$ cat config.mk
export PLATFORM = sky130hd
export DESIGN_NAME = hamm_secded_dec_pipe
export DESIGN_NICKNAME = d
export VERILOG_FILES = /design/src/rtl/hamm_pkg.sv /design/src/rtl/hamm_syndrome.sv /design/src/rtl/hamm_secded_dec_pipe.sv
export SDC_FILE = /design/constraint.sdc
export NUM_CORES = 1
export LEC_CHECK = 0
export CAP_MARGIN = 0
export CORE_ASPECT_RATIO = 1.25
export CORE_MARGIN = 3
export CORE_UTILIZATION = 46
export CTS_CLUSTER_DIAMETER = 50
export DETAILED_ROUTE_END_ITERATION = 10
export PLACE_DENSITY = 0.88
export SLEW_MARGIN = 20
export SYNTH_ARGS = -nofsm -noshare
export SYNTH_HDL_FRONTEND = slang
export SYNTH_SLANG_ARGS = --single-unit
$ cat constraint.sdc
create_clock -name clk -period 1.8 [get_ports clk]
set_input_delay 0.36 -clock clk [delete_from_list [all_inputs] [get_ports clk]]
set_output_delay 0.36 -clock clk [all_outputs]
set_load 0.05 [all_outputs]
$ cat src/rtl/hamm_pkg.sv
// Shared Hamming SECDED definitions: code geometry helpers and the per-beat
// error classification used by the decoder pipeline.
package hamm_pkg;

  typedef enum logic [1:0] {
    CLEAN   = 2'd0,
    PAR_ERR = 2'd1,
    SBE_FIX = 2'd2,
    DBE     = 2'd3
  } hamm_class_e;

  // Smallest r with 2^r >= data_w + r + 1; the descending scan keeps the minimum.
  function automatic int hamm_r(input int data_w);
    int r;
    r = 0;
    for (int i = 30; i >= 1; i--) begin
      if ((1 << i) >= data_w + i + 1) r = i;
    end
    return r;
  endfunction

  // 1-based positions that are not powers of two carry data.
  function automatic bit hamm_is_data_pos(input int pos);
    return (pos & (pos - 1)) != 0;
  endfunction

endpackage

$ cat src/rtl/hamm_syndrome.sv
// Combinational Hamming syndrome and overall-parity mismatch for an N-bit
// codeword, where bit i sits at 1-based position i+1.
module hamm_syndrome #(
  parameter int N = 12,
  parameter int R = $clog2(N + 1)
) (
  input  logic [N-1:0] code,
  input  logic         parity,
  output logic [R-1:0] syn,
  output logic         pm
);

  always_comb begin
    syn = '0;
    for (int i = 0; i < N; i++) begin
      if (code[i]) syn = syn ^ R'(i + 1);
    end
    pm = parity ^ (^code);
  end

endmodule

$ cat src/rtl/hamm_secded_dec_pipe.sv
// Two-stage pipelined Hamming SECDED decoder on a valid/ready stream, with
// saturating error counters and a sticky uncorrectable flag.
module hamm_secded_dec_pipe
  import hamm_pkg::*;
#(
  parameter  int DATA_W = 8,
  parameter  int CNT_W  = 16,
  localparam int R      = hamm_r(DATA_W),
  localparam int N      = DATA_W + R
) (
  input  logic              clk,
  input  logic              rst,
  input  logic              in_valid,
  output logic              in_ready,
  input  logic [N-1:0]      in_code,
  input  logic              in_parity,
  output logic              out_valid,
  input  logic              out_ready,
  output logic [DATA_W-1:0] out_data,
  output logic [R-1:0]      out_syndrome,
  output logic              out_sbe,
  output logic              out_dbe,
  input  logic              cnt_clr,
  output logic [CNT_W-1:0]  sbe_count,
  output logic [CNT_W-1:0]  dbe_count,
  output logic              dbe_sticky
);

  function automatic logic [DATA_W-1:0] extract_data(input logic [N-1:0] cw);
    logic [DATA_W-1:0] d;
    int k;
    d = '0;
    k = 0;
    for (int pos = 1; pos <= N; pos++) begin
      if (hamm_is_data_pos(pos)) begin
        d[k] = cw[pos-1];
        k++;
      end
    end
    return d;
  endfunction

  function automatic logic [CNT_W-1:0] sat_inc(input logic [CNT_W-1:0] c, input logic en);
    if (en && (c != '1)) return c + CNT_W'(1);
    return c;
  endfunction

  logic              adv;
  logic              hs;
  logic [R-1:0]      syn_c;
  logic              pm_c;
  logic              vld_p1;
  logic [N-1:0]      code_p1;
  logic [R-1:0]      syn_p1;
  logic              pm_p1;
  hamm_class_e       cls_c;
  logic [N-1:0]      fixed_c;
  logic              vld_p2;
  logic [DATA_W-1:0] data_p2;
  logic [R-1:0]      syn_p2;
  logic              sbe_p2;
  logic              dbe_p2;
  logic [CNT_W-1:0]  sbe_cnt;
  logic [CNT_W-1:0]  dbe_cnt;
  logic              sticky;

  assign adv      = !vld_p2 || out_ready;
  assign in_ready = adv;
  assign hs       = vld_p2 && out_ready;

  hamm_syndrome #(.N(N), .R(R)) u_syndrome (
    .code   (in_code),
    .parity (in_parity),
    .syn    (syn_c),
    .pm     (pm_c)
  );

  // Stage 1: register codeword, syndrome and parity mismatch
  always_ff @(posedge clk) begin
    if (rst) begin
      vld_p1 <= 1'b0;
    end else if (adv) begin
      vld_p1 <= in_valid;
    end
  end

  always_ff @(posedge clk) begin
    if (adv) begin
      code_p1 <= in_code;
      syn_p1  <= syn_c;
      pm_p1   <= pm_c;
    end
  end

  // Classify and correct; out-of-range syndromes are never used to flip a bit
  always_comb begin
    cls_c = DBE;
    if (syn_p1 == '0) begin
      cls_c = pm_p1 ? PAR_ERR : CLEAN;
    end else if (pm_p1 && (int'(syn_p1) <= N)) begin
      cls_c = SBE_FIX;
    end
    fixed_c = code_p1;
    if (cls_c == SBE_FIX) begin
      for (int i = 0; i < N; i++) begin
        if (int'(syn_p1) == i + 1) fixed_c[i] = ~code_p1[i];
      end
    end
  end

  // Stage 2: register corrected data, syndrome and flags
  always_ff @(posedge clk) begin
    if (rst) begin
      vld_p2  <= 1'b0;
      data_p2 <= '0;
      syn_p2  <= '0;
      sbe_p2  <= 1'b0;
      dbe_p2  <= 1'b0;
    end else if (adv) begin
      vld_p2  <= vld_p1;
      data_p2 <= extract_data(fixed_c);
      syn_p2  <= syn_p1;
      sbe_p2  <= vld_p1 && ((cls_c == PAR_ERR) || (cls_c == SBE_FIX));
      dbe_p2  <= vld_p1 && (cls_c == DBE);
    end
  end

  // Status: counts only delivered beats; clear beats a coincident handshake
  always_ff @(posedge clk) begin
    if (rst || cnt_clr) begin
      sbe_cnt <= '0;
      dbe_cnt <= '0;
      sticky  <= 1'b0;
    end else if (hs) begin
      sbe_cnt <= sat_inc(sbe_cnt, sbe_p2);
      dbe_cnt <= sat_inc(dbe_cnt, dbe_p2);
      sticky  <= sticky || dbe_p2;
    end
  end

  assign out_valid    = vld_p2;
  assign out_data     = data_p2;
  assign out_syndrome = syn_p2;
  assign out_sbe      = sbe_p2;
  assign out_dbe      = dbe_p2;
  assign sbe_count    = sbe_cnt;
  assign dbe_count    = dbe_cnt;
  assign dbe_sticky   = sticky;

endmodule

==> results of run 1 <==
==> synthesized netlist by cell type (6+ instances only) <==
library cell | count | area (µm²)
dfxtp_1 | 49 | 980.9
nand2_1 | 44 | 165.2
a21oi_1 | 21 | 105.1
xnor2_1 | 21 | 183.9
nor2_1 | 19 | 71.32
a211oi_1 | 14 | 105.1
clkbuf_1 | 14 | 52.55
edfxtp_1 | 13 | 390.4
nand3_1 | 13 | 65.06
mux2i_1 | 12 | 120.1
nand4_1 | 11 | 68.82
or3_1 | 11 | 68.82
or4_1 | 11 | 82.58
nor3_1 | 10 | 50.05
o31ai_1 | 9 | 67.56
and3_1 | 6 | 37.54
==> metrics by stage <==
| stage | area [µm²] | setup TNS [ns] | setup slack (ns) |
|---|---|---|---|
| finish | 4405 | -0.6655 | -0.1344 |
| global route | 4405 | -1.729 | -0.2698 |
| CTS | 4339 | -0.3904 | -0.1249 |
| detailed placement | 4121 | -6.949 | -0.4627 |
| global placement | 4121 | -5.023 | -0.4104 |
| floorplan | 3242 | -0.09124 | -0.08959 |
==> area by class of cell <==
type | instances | share of cell area (%)
clock buffer | 14 | 3.465
clock inverter | 2 | 0.7952
timing repair buffer | 113 | 20.19
tap | 85 | 2.414
multi-input combinational | 255 | 39.99
sequential | 62 | 32.63
inverter | 6 | 0.5112
==> kinds of logic after synthesis <==
| group | after synthesis |
|---|---|
| simple gates | 146 |
| compound gates | 66 |
| flops | 62 |
| xor+xnor | 26 |
| buf+inv | 22 |
| mux | 13 |
| fa+ha+maj | 4 |
==> per-layer routing <==
metal / part of all wire (%) / vias up
met2: 53 / 140
li1: - / 1493
met1: 39 / 1464
met5: 0 / -
met3: 6.8 / 20
met4: 1.4 / 0
==> placed cells by master (no fill, tap or decap), types with 2 or more instances in the layout <==
master | synthesis | layout
dfxtp_1 | 49 | 20
mux2i_1 | 12 | 12
and3_1 | 6 | 6
inv_1 | 5 | 5
clkdlybuf4s50_1 | 0 | 16
edfxtp_1 | 13 | 13
buf_4 | 0 | 96
o41ai_1 | 4 | 4
o31ai_1 | 9 | 9
dfxtp_4 | 0 | 12
o311ai_0 | 3 | 3
clkbuf_1 | 14 | 4
a211oi_2 | 0 | 2
o211ai_1 | 2 | 2
or4_1 | 11 | 10
ha_4 | 0 | 2
nand3_1 | 13 | 12
or2_2 | 2 | 2
nor3_1 | 10 | 9
a21oi_1 | 21 | 21
nand2_2 | 0 | 3
a211oi_1 | 14 | 12
nand4_1 | 11 | 11
dfxtp_2 | 0 | 17
nor2_1 | 19 | 17
and4_1 | 2 | 2
or3_1 | 11 | 11
or3_2 | 2 | 2
xnor2_1 | 21 | 20
clkbuf_8 | 0 | 10
and2_1 | 2 | 2
nand2_1 | 44 | 41
nand2b_1 | 2 | 2
o21ai_0 | 5 | 5
xor2_1 | 4 | 4
==> registers in the layout (all words and copies together) (netlist names) <==
name / count
out_data: 8
out_valid: 1
out_sbe: 1
sbe_count: 16
out_syndrome: 4
dbe_sticky: 1
dbe_count: 16
vld_p1: 1
code_p1: 8
pm_p1: 1
out_dbe: 1
syn_p1: 4
==> worst max-delay path, cell delays in order, from the launching register on <==
cell and delay, ns:
edfxtp_1 0.43, nor2_2 0.16, nand2_2 0.07, mux2_4 0.26, o21a_1 0.14, ha_4 0.19
nor2b_4 0.13, and4b_1 0.18, xnor2_1 0.13, a211oi_2 0.17
==> worst paths after layout <==
path / startpoint / to / slack [ns]
worst min register to register: out_syndrome[1] / out_syndrome[1] / 0.45
worst min-delay path: out_syndrome[1] / out_syndrome[1] / 0.45
worst max-delay path: syn_p1[2] / out_data[4] / -0.13
worst max register to register: syn_p1[2] / out_data[4] / -0.13
==> power by group through the flow <==
stage | clock, mW | combinational (mW) | sequential [mW]
6_report | 1.22 | 0.934 | 1.59
5_1_grt | 1.29 | 1.00 | 1.59
4_1_cts | 1.23 | 0.896 | 1.58
3_5_place_dp | 0 | 0.845 | 1.61
3_3_place_gp | 0 | 0.814 | 1.61
2_1_floorplan | 0 | 0.410 | 1.75
==> repair_timing <==
item	in CTS	in global routing
setup endpoints to repair	15	23
setup buffers	2	3
gates resized for setup	4	9
pin swaps	7	5
==> flow_metrics.env, run 1 <==
export IMPL_status="complete, but fails checks"
export IMPL_violations="negative setup slack"
export IMPL_cts_tree="built"
export IMPL_cts_clk_slew_worst_paths_ns=0.07
export IMPL_leakage_nw=1.682
export IMPL_rr_worst_depth=9
export IMPL_yosysWarnings=0
export IMPL_synth_xor_area_share_pct=7.823
export IMPL_crit_arrival_ns=2.20
export IMPL_worst_setup_path_type="register to register"
export IMPL_final_core_util_pct=69.20
export IMPL_final_nets=469
export IMPL_ys_flop_type="dfxtp_1"
export IMPL_netlist_instances=339
export IMPL_crit_required_ns=2.07
export IMPL_wire_per_inst_um=15.39
export IMPL_place_hpwl_mm=5.977
export IMPL_synthAdderAreaFrac_pct=1.613
export IMPL_ys_seq_area_share_pct=44.19
export IMPL_maxSlewViolCount=0
export IMPL_syn2layout_area_growth_pct=41.98
export IMPL_muxShareOfSynthArea_pct=4.234
export IMPL_root_buffer="clkbuf_8"
export IMPL_p_int_mw=2.628
export IMPL_min_path_cells=2
export IMPL_maxSlewHeadroom_pct=66.37
export IMPL_finalSetupViolations=8
export IMPL_grt_antenna_before_repair=0
export IMPL_rows=32
export IMPL_synth_edf_count=13
export IMPL_path_max_fanout=4
export IMPL_pwr_share_comb_pct=25.0
export IMPL_num_antenna_cells=0
export IMPL_skew_ns=0.008228
export IMPL_holdWs_ns=0.4528
export IMPL_grt_pass1_vias=2987
export IMPL_dp_cells=516
export IMPL_cts_hold_buf=0
export IMPL_grt_max_degree=24
export IMPL_htreeDepth=3
export IMPL_cp_start_kind="register"
export IMPL_clock_latency_ns=0.34
export IMPL_yosysUniqueCellTypes=51
export IMPL_use_met3_pct=4.244
export IMPL_p_seq_share_pct=42.5
export IMPL_switching_power_mw=1.109
export IMPL_grtUsageMet1_pct=25.15
export IMPL_synthSimpleGateAreaFrac_pct=25.04
export IMPL_pin_count=67
export IMPL_start_util_pct=48.74
export IMPL_dieArea_um2=7773
export IMPL_multi_input_area_um2=1762
export IMPL_cap_violations=0
export IMPL_min_path_type="register to register"
export IMPL_vias=3117
export IMPL_synth_async_reset_ratio_pct=0
export IMPL_drc_errors=0
export IMPL_postLayoutSetupSlackWorst_ns=-0.1344
export IMPL_hold_violations=0
export IMPL_syn_num_nets=361
export IMPL_nFillCells=479
export IMPL_clock_power_share_pct=32.5
export IMPL_seqCellArea_um2=1438
export IMPL_core_area_um2=6366
export IMPL_grt_first_pass_wirelength_mm=13.66
export IMPL_tightest_slew_ns=0.5007
export IMPL_die_x_um=79.46
export IMPL_overflow=0
export IMPL_die_height_um=97.83
export IMPL_p_per_area_nw_per_um2=848.1
export IMPL_numCtsBuffers=9
export IMPL_max_freq_mhz=517.0
export IMPL_first_iter_violations=308
export IMPL_drt_pre_antenna_iters=5
export IMPL_syn_avg_cell_area_um2=9.153
export IMPL_ant_nets=0
export IMPL_busiest_layer="met2"
export IMPL_fin_total_pwr_mw=3.736
export IMPL_fin_crit_sh_pct=107.5
export IMPL_cts_sink_count=62
export IMPL_stdcell_count=537
export IMPL_drive_above_1_share_pct=36.28
export IMPL_io_buffers=66
export IMPL_p_sw_share_pct=29.67
export IMPL_place_congestion=0.9143
export IMPL_synth_seq_cells=62
export IMPL_period_needed_ns=1.934
export IMPL_synth_top_family_by_area="simple AND/OR/NAND/NOR gates"
export IMPL_use_met2_pct=38.84
export IMPL_ir_drop_mv=0.6123
export IMPL_synth_compound_area_share_pct=14.40
export IMPL_clockBufferDepth=2
export IMPL_syn_area_um2=3103
export IMPL_viasPerCell=5.804
export IMPL_rsz0062_at_grt="true"
export IMPL_wl_mm=8.262
export IMPL_crit_path_end_kind="register"
export IMPL_track_usage_pct=21.91
(Power assumes the default switching activity.)
==> run 2: changes to the inputs <==
--- a/config.mk
+++ b/config.mk
@@ -5,6 +5,7 @@
 export SDC_FILE = /design/constraint.sdc
 export NUM_CORES = 1
 export LEC_CHECK = 0
+export ABC_CLOCK_PERIOD_IN_PS = 1800
 export CAP_MARGIN = 0
 export CORE_ASPECT_RATIO = 1.25
 export CORE_MARGIN = 3
==> results of run 2 <==
No change in the layout: final DEF, timing and power equal those of run 1.
